$ cat src/rtl/crank_signal_decoder_pkg.sv
// Shared constants and types for the crank signal decoder.
//   - decoder state encodings
//   - default wheel geometry and period counter width
//   - packed bundle of the decoder's registered single-bit outputs
package crank_signal_decoder_pkg;

    localparam int unsigned DEF_TOOTH_NUM = 36;
    localparam int unsigned DEF_MISSING   = 1;
    localparam int unsigned DEF_CNT_W     = 24;

    typedef enum logic [1:0] {
        ST_IDLE     = 2'd0,
        ST_SEEK_GAP = 2'd1,
        ST_VERIFY   = 2'd2,
        ST_SYNCED   = 2'd3
    } dec_state_t;

    typedef struct packed {
        logic crank_changed;
        logic crank_tick;
        logic ckp;
        logic synced;
        logic sync_error;
    } dec_out_t;

endpackage

$ cat src/rtl/crank_signal_decoder_edge_sync.sv
// Two-flop synchronizer followed by a registered rising-edge detector.
// Ports:
//   clk, reset_n : clock, asynchronous active-low reset
//   din          : asynchronous input
//   rise         : one-cycle pulse, 2 cycles after the first edge sampling din high
module crank_signal_decoder_edge_sync (
    input  logic clk,
    input  logic reset_n,
    input  logic din,
    output logic rise
);

    logic s1_q;
    logic s2_q;
    logic s3_q;

    // s1/s2 resynchronise din; s3 is the previous synchronised value.
    always_ff @(posedge clk or negedge reset_n) begin
        if (!reset_n) begin
            s1_q <= 1'b0;
            s2_q <= 1'b0;
            s3_q <= 1'b0;
            rise <= 1'b0;
        end else begin
            s1_q <= din;
            s2_q <= s1_q;
            s3_q <= s2_q;
            rise <= s2_q & ~s3_q;
        end
    end

endmodule

$ cat src/rtl/crank_signal_decoder.sv
// Crank trigger-wheel decoder for an N-M wheel plus cam phase input.
// Measures tooth periods, locates the missing-tooth gap, verifies one full
// revolution before declaring sync and drops sync on tooth-count or stall faults.
// Ports:
//   clk, reset_n  : clock, asynchronous active-low reset
//   on            : enable; low forces IDLE and clears everything
//   crank_in      : raw crank sensor pulse (asynchronous)
//   cam_in        : raw cam sensor pulse (asynchronous, once per 720 deg)
//   crank_changed : one-cycle pulse per valid tooth while synced
//   crank_tick    : one-cycle pulse at tooth_idx 0 and HALF_IDX
//   ckp           : revolution phase, 1 = intake/compression revolution
//   synced        : position valid
//   tooth_idx     : current tooth index, 0 = first tooth after the gap
//   sync_error    : one-cycle pulse on sync loss or failed verification
module crank_signal_decoder
    import crank_signal_decoder_pkg::*;
#(
    parameter int unsigned TOOTH_NUM   = DEF_TOOTH_NUM,
    parameter int unsigned MISSING     = DEF_MISSING,
    parameter int unsigned CNT_W       = DEF_CNT_W,
    parameter int unsigned STALL_LIMIT = 32'h00FF_FFFF
) (
    input  logic                         clk,
    input  logic                         reset_n,
    input  logic                         on,
    input  logic                         crank_in,
    input  logic                         cam_in,
    output logic                         crank_changed,
    output logic                         crank_tick,
    output logic                         ckp,
    output logic                         synced,
    output logic [$clog2(TOOTH_NUM)-1:0] tooth_idx,
    output logic                         sync_error
);

    localparam int unsigned IDX_W    = $clog2(TOOTH_NUM);
    localparam int unsigned LAST_IDX = TOOTH_NUM - MISSING - 1;
    localparam int unsigned HALF_IDX = TOOTH_NUM / 2;

    dec_state_t       state_q, state_d;
    logic [CNT_W-1:0] cnt_q, cnt_d;
    logic [CNT_W-1:0] prev_q, prev_d;
    logic             prev_valid_q, prev_valid_d;
    logic             cam_seen_q, cam_seen_d;
    logic [IDX_W-1:0] idx_q, idx_d;
    dec_out_t         out_q, out_d;

    logic             crank_rise;
    logic             cam_rise;
    logic [CNT_W:0]   gap_thr;
    logic             gap_edge;
    logic             at_last;
    logic             stall;
    logic             cam_now;

    crank_signal_decoder_edge_sync u_crank_sync (
        .clk     (clk),
        .reset_n (reset_n),
        .din     (crank_in),
        .rise    (crank_rise)
    );

    crank_signal_decoder_edge_sync u_cam_sync (
        .clk     (clk),
        .reset_n (reset_n),
        .din     (cam_in),
        .rise    (cam_rise)
    );

    // 1.5x previous period, one bit wider so the sum cannot overflow.
    assign gap_thr  = {1'b0, prev_q} + {2'b00, prev_q[CNT_W-1:1]};
    assign gap_edge = crank_rise && prev_valid_q && ({1'b0, cnt_q} > gap_thr);
    assign at_last  = (idx_q == IDX_W'(LAST_IDX));
    assign stall    = (cnt_q == CNT_W'(STALL_LIMIT));
    // A cam edge in the same cycle as a gap edge belongs to that gap.
    assign cam_now  = cam_seen_q | cam_rise;

    // State and datapath registers.
    always_ff @(posedge clk or negedge reset_n) begin
        if (!reset_n) begin
            state_q      <= ST_IDLE;
            cnt_q        <= '0;
            prev_q       <= '0;
            prev_valid_q <= 1'b0;
            cam_seen_q   <= 1'b0;
            idx_q        <= '0;
            out_q        <= '0;
        end else begin
            state_q      <= state_d;
            cnt_q        <= cnt_d;
            prev_q       <= prev_d;
            prev_valid_q <= prev_valid_d;
            cam_seen_q   <= cam_seen_d;
            idx_q        <= idx_d;
            out_q        <= out_d;
        end
    end

    // Next-state, period measurement and output decode.
    always_comb begin
        state_d      = state_q;
        cnt_d        = cnt_q;
        prev_d       = prev_q;
        prev_valid_d = prev_valid_q;
        cam_seen_d   = cam_now;
        idx_d        = idx_q;
        out_d        = '0;
        out_d.ckp    = out_q.ckp;
        out_d.synced = out_q.synced;

        // Saturating period counter, restarted by every crank edge.
        if (crank_rise) begin
            prev_d = cnt_q;
            cnt_d  = CNT_W'(1);
        end else if (cnt_q != '1) begin
            cnt_d = cnt_q + CNT_W'(1);
        end

        unique case (state_q)
            ST_IDLE: begin
                cnt_d        = '0;
                prev_d       = '0;
                prev_valid_d = 1'b0;
                cam_seen_d   = 1'b0;
                idx_d        = '0;
                out_d        = '0;
                state_d      = ST_SEEK_GAP;
            end

            ST_SEEK_GAP: begin
                if (crank_rise) begin
                    prev_valid_d = 1'b1;
                    if (gap_edge) begin
                        idx_d   = '0;
                        state_d = ST_VERIFY;
                    end
                end else if (stall) begin
                    prev_valid_d = 1'b0;
                end
            end

            ST_VERIFY: begin
                if (crank_rise) begin
                    if (gap_edge && at_last) begin
                        idx_d               = '0;
                        state_d             = ST_SYNCED;
                        out_d.synced        = 1'b1;
                        out_d.crank_changed = 1'b1;
                        out_d.crank_tick    = 1'b1;
                        out_d.ckp           = cam_now;
                        cam_seen_d          = 1'b0;
                    end else if (gap_edge || at_last) begin
                        state_d          = ST_SEEK_GAP;
                        out_d.sync_error = 1'b1;
                    end else begin
                        idx_d = idx_q + IDX_W'(1);
                    end
                end else if (stall) begin
                    state_d          = ST_SEEK_GAP;
                    prev_valid_d     = 1'b0;
                    out_d.sync_error = 1'b1;
                end
            end

            ST_SYNCED: begin
                if (crank_rise) begin
                    if (gap_edge && at_last) begin
                        idx_d               = '0;
                        out_d.crank_changed = 1'b1;
                        out_d.crank_tick    = 1'b1;
                        out_d.ckp           = cam_now ? 1'b1 : ~out_q.ckp;
                        cam_seen_d          = 1'b0;
                    end else if (gap_edge || at_last) begin
                        // Faulting edge: no crank_changed, phase held.
                        state_d          = ST_SEEK_GAP;
                        prev_valid_d     = 1'b0;
                        out_d.synced     = 1'b0;
                        out_d.sync_error = 1'b1;
                    end else begin
                        idx_d               = idx_q + IDX_W'(1);
                        out_d.crank_changed = 1'b1;
                        out_d.crank_tick    = (idx_q == IDX_W'(HALF_IDX - 1));
                    end
                end else if (stall) begin
                    state_d          = ST_SEEK_GAP;
                    prev_valid_d     = 1'b0;
                    out_d.synced     = 1'b0;
                    out_d.sync_error = 1'b1;
                end
            end

            default: state_d = ST_IDLE;
        endcase

        // Disable wins over everything.
        if (!on) begin
            state_d      = ST_IDLE;
            cnt_d        = '0;
            prev_d       = '0;
            prev_valid_d = 1'b0;
            cam_seen_d   = 1'b0;
            idx_d        = '0;
            out_d        = '0;
        end
    end

    assign crank_changed = out_q.crank_changed;
    assign crank_tick    = out_q.crank_tick;
    assign ckp           = out_q.ckp;
    assign synced        = out_q.synced;
    assign sync_error    = out_q.sync_error;
    assign tooth_idx     = idx_q;

endmodule
$ cat config.mk
export PLATFORM = sky130hd
export DESIGN_NAME = crank_signal_decoder
export DESIGN_NICKNAME = d
export VERILOG_FILES = /design/src/rtl/crank_signal_decoder_pkg.sv /design/src/rtl/crank_signal_decoder_edge_sync.sv /design/src/rtl/crank_signal_decoder.sv
export SDC_FILE = /design/constraint.sdc
export NUM_CORES = 1
export LEC_CHECK = 0
export BUFFER_PORTS_ARGS = -buffer_cell sky130_fd_sc_hd__buf_2
export CORE_ASPECT_RATIO = 0.8
export CORE_MARGIN = 3
export CORE_UTILIZATION = 35
export DETAILED_ROUTE_END_ITERATION = 12
export GPL_TIMING_DRIVEN = 1
export HOLD_SLACK_MARGIN = 0.15
export SYNTH_ARGS = -nofsm -noshare
export SYNTH_HDL_FRONTEND = slang
export SYNTH_SLANG_ARGS = --single-unit
$ cat constraint.sdc
create_clock -name clk -period 9 [get_ports clk]
set_input_delay 1.8 -clock clk [delete_from_list [all_inputs] [get_ports clk]]
set_output_delay 1.8 -clock clk [all_outputs]
set_load 0.005 [all_outputs]
Word-level counts from Yosys, hierarchy flattened
Cells that the tools add are included.

storage, ports and cells
  word-level logic and storage cells = 115
  flip-flop bits (word level) = 71
  output and inout bits = 11

cells by class
  eq/ne operators = 22
  bitwise operators = 6
  reduce and logical (&&, ||, !) cells = 11
  multiplexer cells = 53
  magnitude comparators = 1
  $add $sub $neg = 3

operators with widths
  cell                                                                    number
  24-bit two-way mux                                                      7
  6-bit two-way mux                                                       6
  2-bit two-way mux                                                       15
  24-bit by 23-bit adder with 25-bit output                               1
  24-bit by 25-bit greater-than comparator with 1-bit output              1
  24-bit by 1-bit adder with 24-bit output (second input constant)        1
  24-bit equality test (second input constant)                            1
  24-bit != test (second input constant)                                  1
  6-bit one-hot mux with 3 select lines                                   1
  1-bit two-way mux                                                       16
  5-bit one-hot mux with 3 select lines                                   1
  3-bit by 2-bit != test with 1-bit output (second input constant)        4
  3-bit != test (second input constant)                                   4
  4-bit != test (second input constant)                                   3
  4-bit two-way mux                                                       2
  4-bit by 1-bit != test with 1-bit output (second input constant)        2
  2-bit one-hot mux with 4 select lines                                   1
  6-bit by 1-bit adder with 6-bit output (second input constant)          1
  6-bit by 5-bit equality test with 1-bit output (second input constant)  1
  6-bit equality test (second input constant)                             1
  3-bit AND reduction                                                     2
  6-bit AND reduction                                                     1
  5-bit two-way mux                                                       1
  5-bit AND reduction                                                     1
  other kinds (15)                                                        21

Depth between registers and ports, before layout
  depth after elaboration = 9
  depth in mapped cells = 25

Modules after synthesis
A second synthesis with hierarchy kept.

unflattened totals
  cell total of the unflattened synthesis = 521
  area, all modules = 4901.0 um^2

modules (own cells, without submodules)
  module                          area each (um^2)  cells each  times used
  crank_signal_decoder            4673.2            511         1
  crank_signal_decoder_edge_sync  113.9             5           2

Worst setup path after synthesis
No wires, ideal clock.

  path type = reg2reg
  from = reg prev_q[1]
  to = reg out_q, in the netlist synced
  arrival time = 4.678 ns
  setup slack = 4.244 ns
  setup time = 0.077 ns
  cell stages (with the launch flop) = 24
  buffers on the path = 1
  period minus slack after synthesis = 4.756 ns
  path through = dfrtp_1 > ha_1 > fa_1 > a211oi_1 > o21ai_1 > a21oi_1 > o21bai_1 > a21oi_1 > xor2_1 > ha_1 > nand4_1 > nor4_1 > o41a_1 > nor2_1 > or3_1 > inv_1 > ha_1 > clkbuf_1 > nor2_1 > and3_1 > o21ai_0 > o2111ai_1 > o21a_1 > a21oi_1

on the way
  longest elaborated chain between the ends = 6
  elaborated cells on any way between the ends = 9
  those cells by class = 1 x add/sub; 1 x order compare; 3 x eq/ne; 4 x reduce/logical

RTL lines
  what                                                                    line                                                                                   RTL
  start: declaration                                                      crank_signal_decoder.sv:42                                                             logic [CNT_W-1:0] prev_q, prev_d;
  start signal: assignment                                                crank_signal_decoder.sv:91                                                             prev_q <= prev_d;
  24-bit by 23-bit adder with 25-bit output (*)                           crank_signal_decoder.sv:71                                                             assign gap_thr = {1'b0, prev_q} + {2'b00, prev_q[CNT_W-1:1]};
  24-bit by 25-bit greater-than comparator with 1-bit output (*)          crank_signal_decoder.sv:72                                                             assign gap_edge = crank_rise && prev_valid_q && ({1'b0, cnt_q} > gap_thr);
  1-bit logical AND (*)                                                   crank_signal_decoder.sv:72
  1-bit logical OR / 1-bit logical AND (equally long branches)            crank_signal_decoder.sv:173, crank_signal_decoder.sv:144, crank_signal_decoder.sv:167
  4-bit != test (no source line) / 3-bit != test (equally long branches)  n/a
  6-bit AND reduction (no source line) (*)                                n/a
  end signal: assignment                                                  crank_signal_decoder.sv:95                                                             out_q <= out_d;
  end: declaration                                                        crank_signal_decoder.sv:46                                                             dec_out_t out_q, out_d;

Every way passes the cells marked *; elsewhere a longest branch is shown, timed or not.
A chain may end at the register's enable or synchronous reset.

Worst setup path in the final report
Same ends and word-level chain as after synthesis.

==> results.ini <==
[timing]
max_slew_margin_pct = 34.18
fmax_ghz = 0.1832
finalCritPeriodShare_pct = 60.64
rsz0062_at_grt = false
fin_ws_ps = 3542
timing.final.crit_period_ps = 5458
hold_viol = 0
maxSlewViolCount = 0
setup_violations = 0
finalSetupTns_ps = 0
worst_pin_slew_ps = 987.3
finalClockSkew_ps = 6.624

[floorplan]
core_area_um2 = 13790
die_h_um = 112.9
fp.dieArea_um2 = 15780
pin_count = 16
die_width_um = 139.7
initial_utilization_pct = 36.29
fp-row-count = 38

[clocking]
cts_buffer_depth = 2
clk_pin_slew_ps = 60
clk_latency_ps = 340
htreeDepth = 3
ctsResizeCount = 0
postCtsSetupBuffers = 0
cts_hold_buf = 0
cts_buffers = 9
clock-sinks = 71
root_buffer = clkbuf_16
cts_tree = done

[final_layout]
layout_common_cells = 73 x nor2_1, 70 x dfrtp_1, 55 x ha_1
final_util_pct = 40.50
drive_gt1_share_pct = 7.993
final_common_cell = nor2_1
antennaDiodeCount = 0
final_nets = 619
area_delta_synth_final_pct = 11.60

[pwr]
power_per_cell_area_nw_per_um2 = 133.0
power_mw = 0.7429
peakVddDrop_uv = 85.61
p_leak_nw = 2.487

[placement]
dp_hpwl_um = 8334
globalplace.congestion = 0.8796
pre_cts_ws_ps = 3622
portBuffers = 15

[critical_path]
r2r_start = prev_q[1]$_DFFE_PN0P_
crit_type = flop to flop
crit_arrival_ps = 5720
start_kind = flop
r2r-end = synced$_DFFE_PN0P_
rrSetupSlack_ps = 3540
cp-end-kind = flop
worst-path-max-fanout = 9
ff2ff_path_depth = 22
cp.required_ps = 9270

[logic_synthesis]
yosys-mux-area-fraction_pct = 5.201
ys_seq_elements = 71
synthFlopType = dfrtp_1
synth_edf_count = 0
synth_top_family_by_area = simple AND/OR/NAND/NOR gates
synth_fp_nets = 607
netlist.area_leader.share_pct = 35.51
post_synth.cell_area_avg_um2 = 9.164
async_flop_share_pct = 100.0
yosys.area.top_type = dfrtp_1
synth_xor_area_share_pct = 7.177
netlist_area_um2 = 5004
synth_adder_area_share_pct = 14.15
yosys_warnings = 0
syn_inst = 546
yosys.area_share.simple_pct = 19.35
synth-compound-area-share_pct = 16.15
yosys-top-cells-area = dfrtp_1 36%, ha_1 14%, nor2_1 5.5%
yosysUniqueCellTypes = 59
yosysSeqAreaShare_pct = 35.51

[global_routing]
grt_pass1_vias = 3932
overflow = 0
grt_pass1_wl_um = 19690
grt_use_total_pct = 15.22
antenna_found_initial = 0
grt_max_degree = 72

[routing]
drt_iter0_drc = 276
dr.pass1.iters = 5
vias = 4055
remaining_drc_errors = 0
ant_nets = 0
routed_wl_um = 11450
avgViaCountPerCell = 5.458
wl_per_cell_um = 15.41

[min_path]
min_from = u_crank_sync.s1_q$_DFF_PN0_
hp-class = flop to flop
min_to = u_crank_sync.s2_q$_DFF_PN0_
min_path_cells = 0

[status]
status = completed

[job]
drv_cap = 0

Yosys cell counts, types with 2 or more instances:
cell type	n
and2_1	3
buf_2	2
o22a_1	2
a21oi_1	32
o21bai_1	4
or3_1	6
and4_1	5
or2_2	3
o31ai_1	2
nor4_1	4
a41oi_1	2
nor3_1	11
o21a_1	4
a31o_1	4
o211ai_1	5
nor2b_1	8
inv_1	17
mux2i_1	26
a31oi_1	6
nor2_1	73
ha_1	55
nand2_1	37
xnor2_1	15
o21ai_1	12
a21oi_2	2
nand3_1	20
dfrtp_1	71
and3_1	5
clkbuf_1	10
xor2_1	26
nand4_1	15
a211oi_1	6
buf_1	3
o21ai_0	12
a21o_1	14
sequential cells by signal, indices dropped and copies added, names as in the netlist, 2 cells and up:
register,flops
prev_q,24
cnt_q,24
state_q,2
tooth_idx,6
how the worst max path moves through the flow:
stage | start | slack [ps] | to | cells after the start
after global placement | prev_q[1]$_DFFE_PN0P_ | 3840 | synced$_DFFE_PN0P_ | 22
after floorplan | prev_q[1]$_DFFE_PN0P_ | 4240 | synced$_DFFE_PN0P_ | 23
final | prev_q[1]$_DFFE_PN0P_ | 3540 | synced$_DFFE_PN0P_ | 22
after detailed placement | prev_q[1]$_DFFE_PN0P_ | 3620 | synced$_DFFE_PN0P_ | 22
after global routing | prev_q[1]$_DFFE_PN0P_ | 3060 | synced$_DFFE_PN0P_ | 22
after CTS | prev_q[1]$_DFFE_PN0P_ | 3600 | synced$_DFFE_PN0P_ | 22
worst max-delay path, stage by stage (launching register included):
cell       delay, ps
dfrtp_1          430
ha_1             240
fa_1             440
a211oi_1         310
o21ai_1          230
a21oi_1          370
o21bai_1         100
a21oi_1          200
xor2_1           110
ha_1             300
nand4_1          110
nor4_1           530
o41a_1           290
nor2_1            70
or3_1            390
inv_1             80
ha_1             310
nor2_1           110
and3_1           180
o21ai_0          140
o2111ai_1        140
o21a_1           210
a21oi_1          100
cells by family after synthesis:
logic type      count (synthesis)
flops                          71
simple gates                  199
buf+inv                        32
xor+xnor                       41
fa+ha+maj                      56
compound gates                121
mux                            26
routing by layer:
layer | vias to the layer above | track usage, % | wire length [um]
met5 | - | 0 | 0
met4 | 0 | 4.261 | 119
met3 | 10 | 3.084 | 375
met2 | 56 | 22.75 | 4995
met1 | 1974 | 22.41 | 5959
li1 | 2015 | - | -
area by class of cell:
class | instances | area (um2)
Clock buffer | 11 | 242.7
Clock inverter | 5 | 81.33
Fill cell | 1386 | 8204
Inverter | 17 | 63.81
Multi-Input combinational cell | 443 | 3108
Sequential cell | 71 | 1778
Tap cell | 180 | 225.2
Timing Repair Buffer | 16 | 85.08
report_power, final:
part	internal (mW)	leakage (nW)	total, mW	switching (mW)
logic	0.00778	1.36	0.0237	0.0159
clock network	0.250	0.156	0.391	0.141
registers	0.322	0.971	0.328	0.00620
total	0.580	2.49	0.743	0.163
stage by stage:
| stage | instances | hold WS [ps] | instance area, um2 |
|---|---|---|---|
| final | 743 | 346.7 | 5584 |
| after global routing | 743 | 361.1 | 5584 |
| after CTS | 743 | 348.1 | 5584 |
| after detailed placement | 727 | 334.7 | 5260 |
| after global placement | 727 | 336.5 | 5260 |
| after floorplan | 546 | 331.2 | 5004 |
No activity file was read; power rests on OpenSTA's default activity.
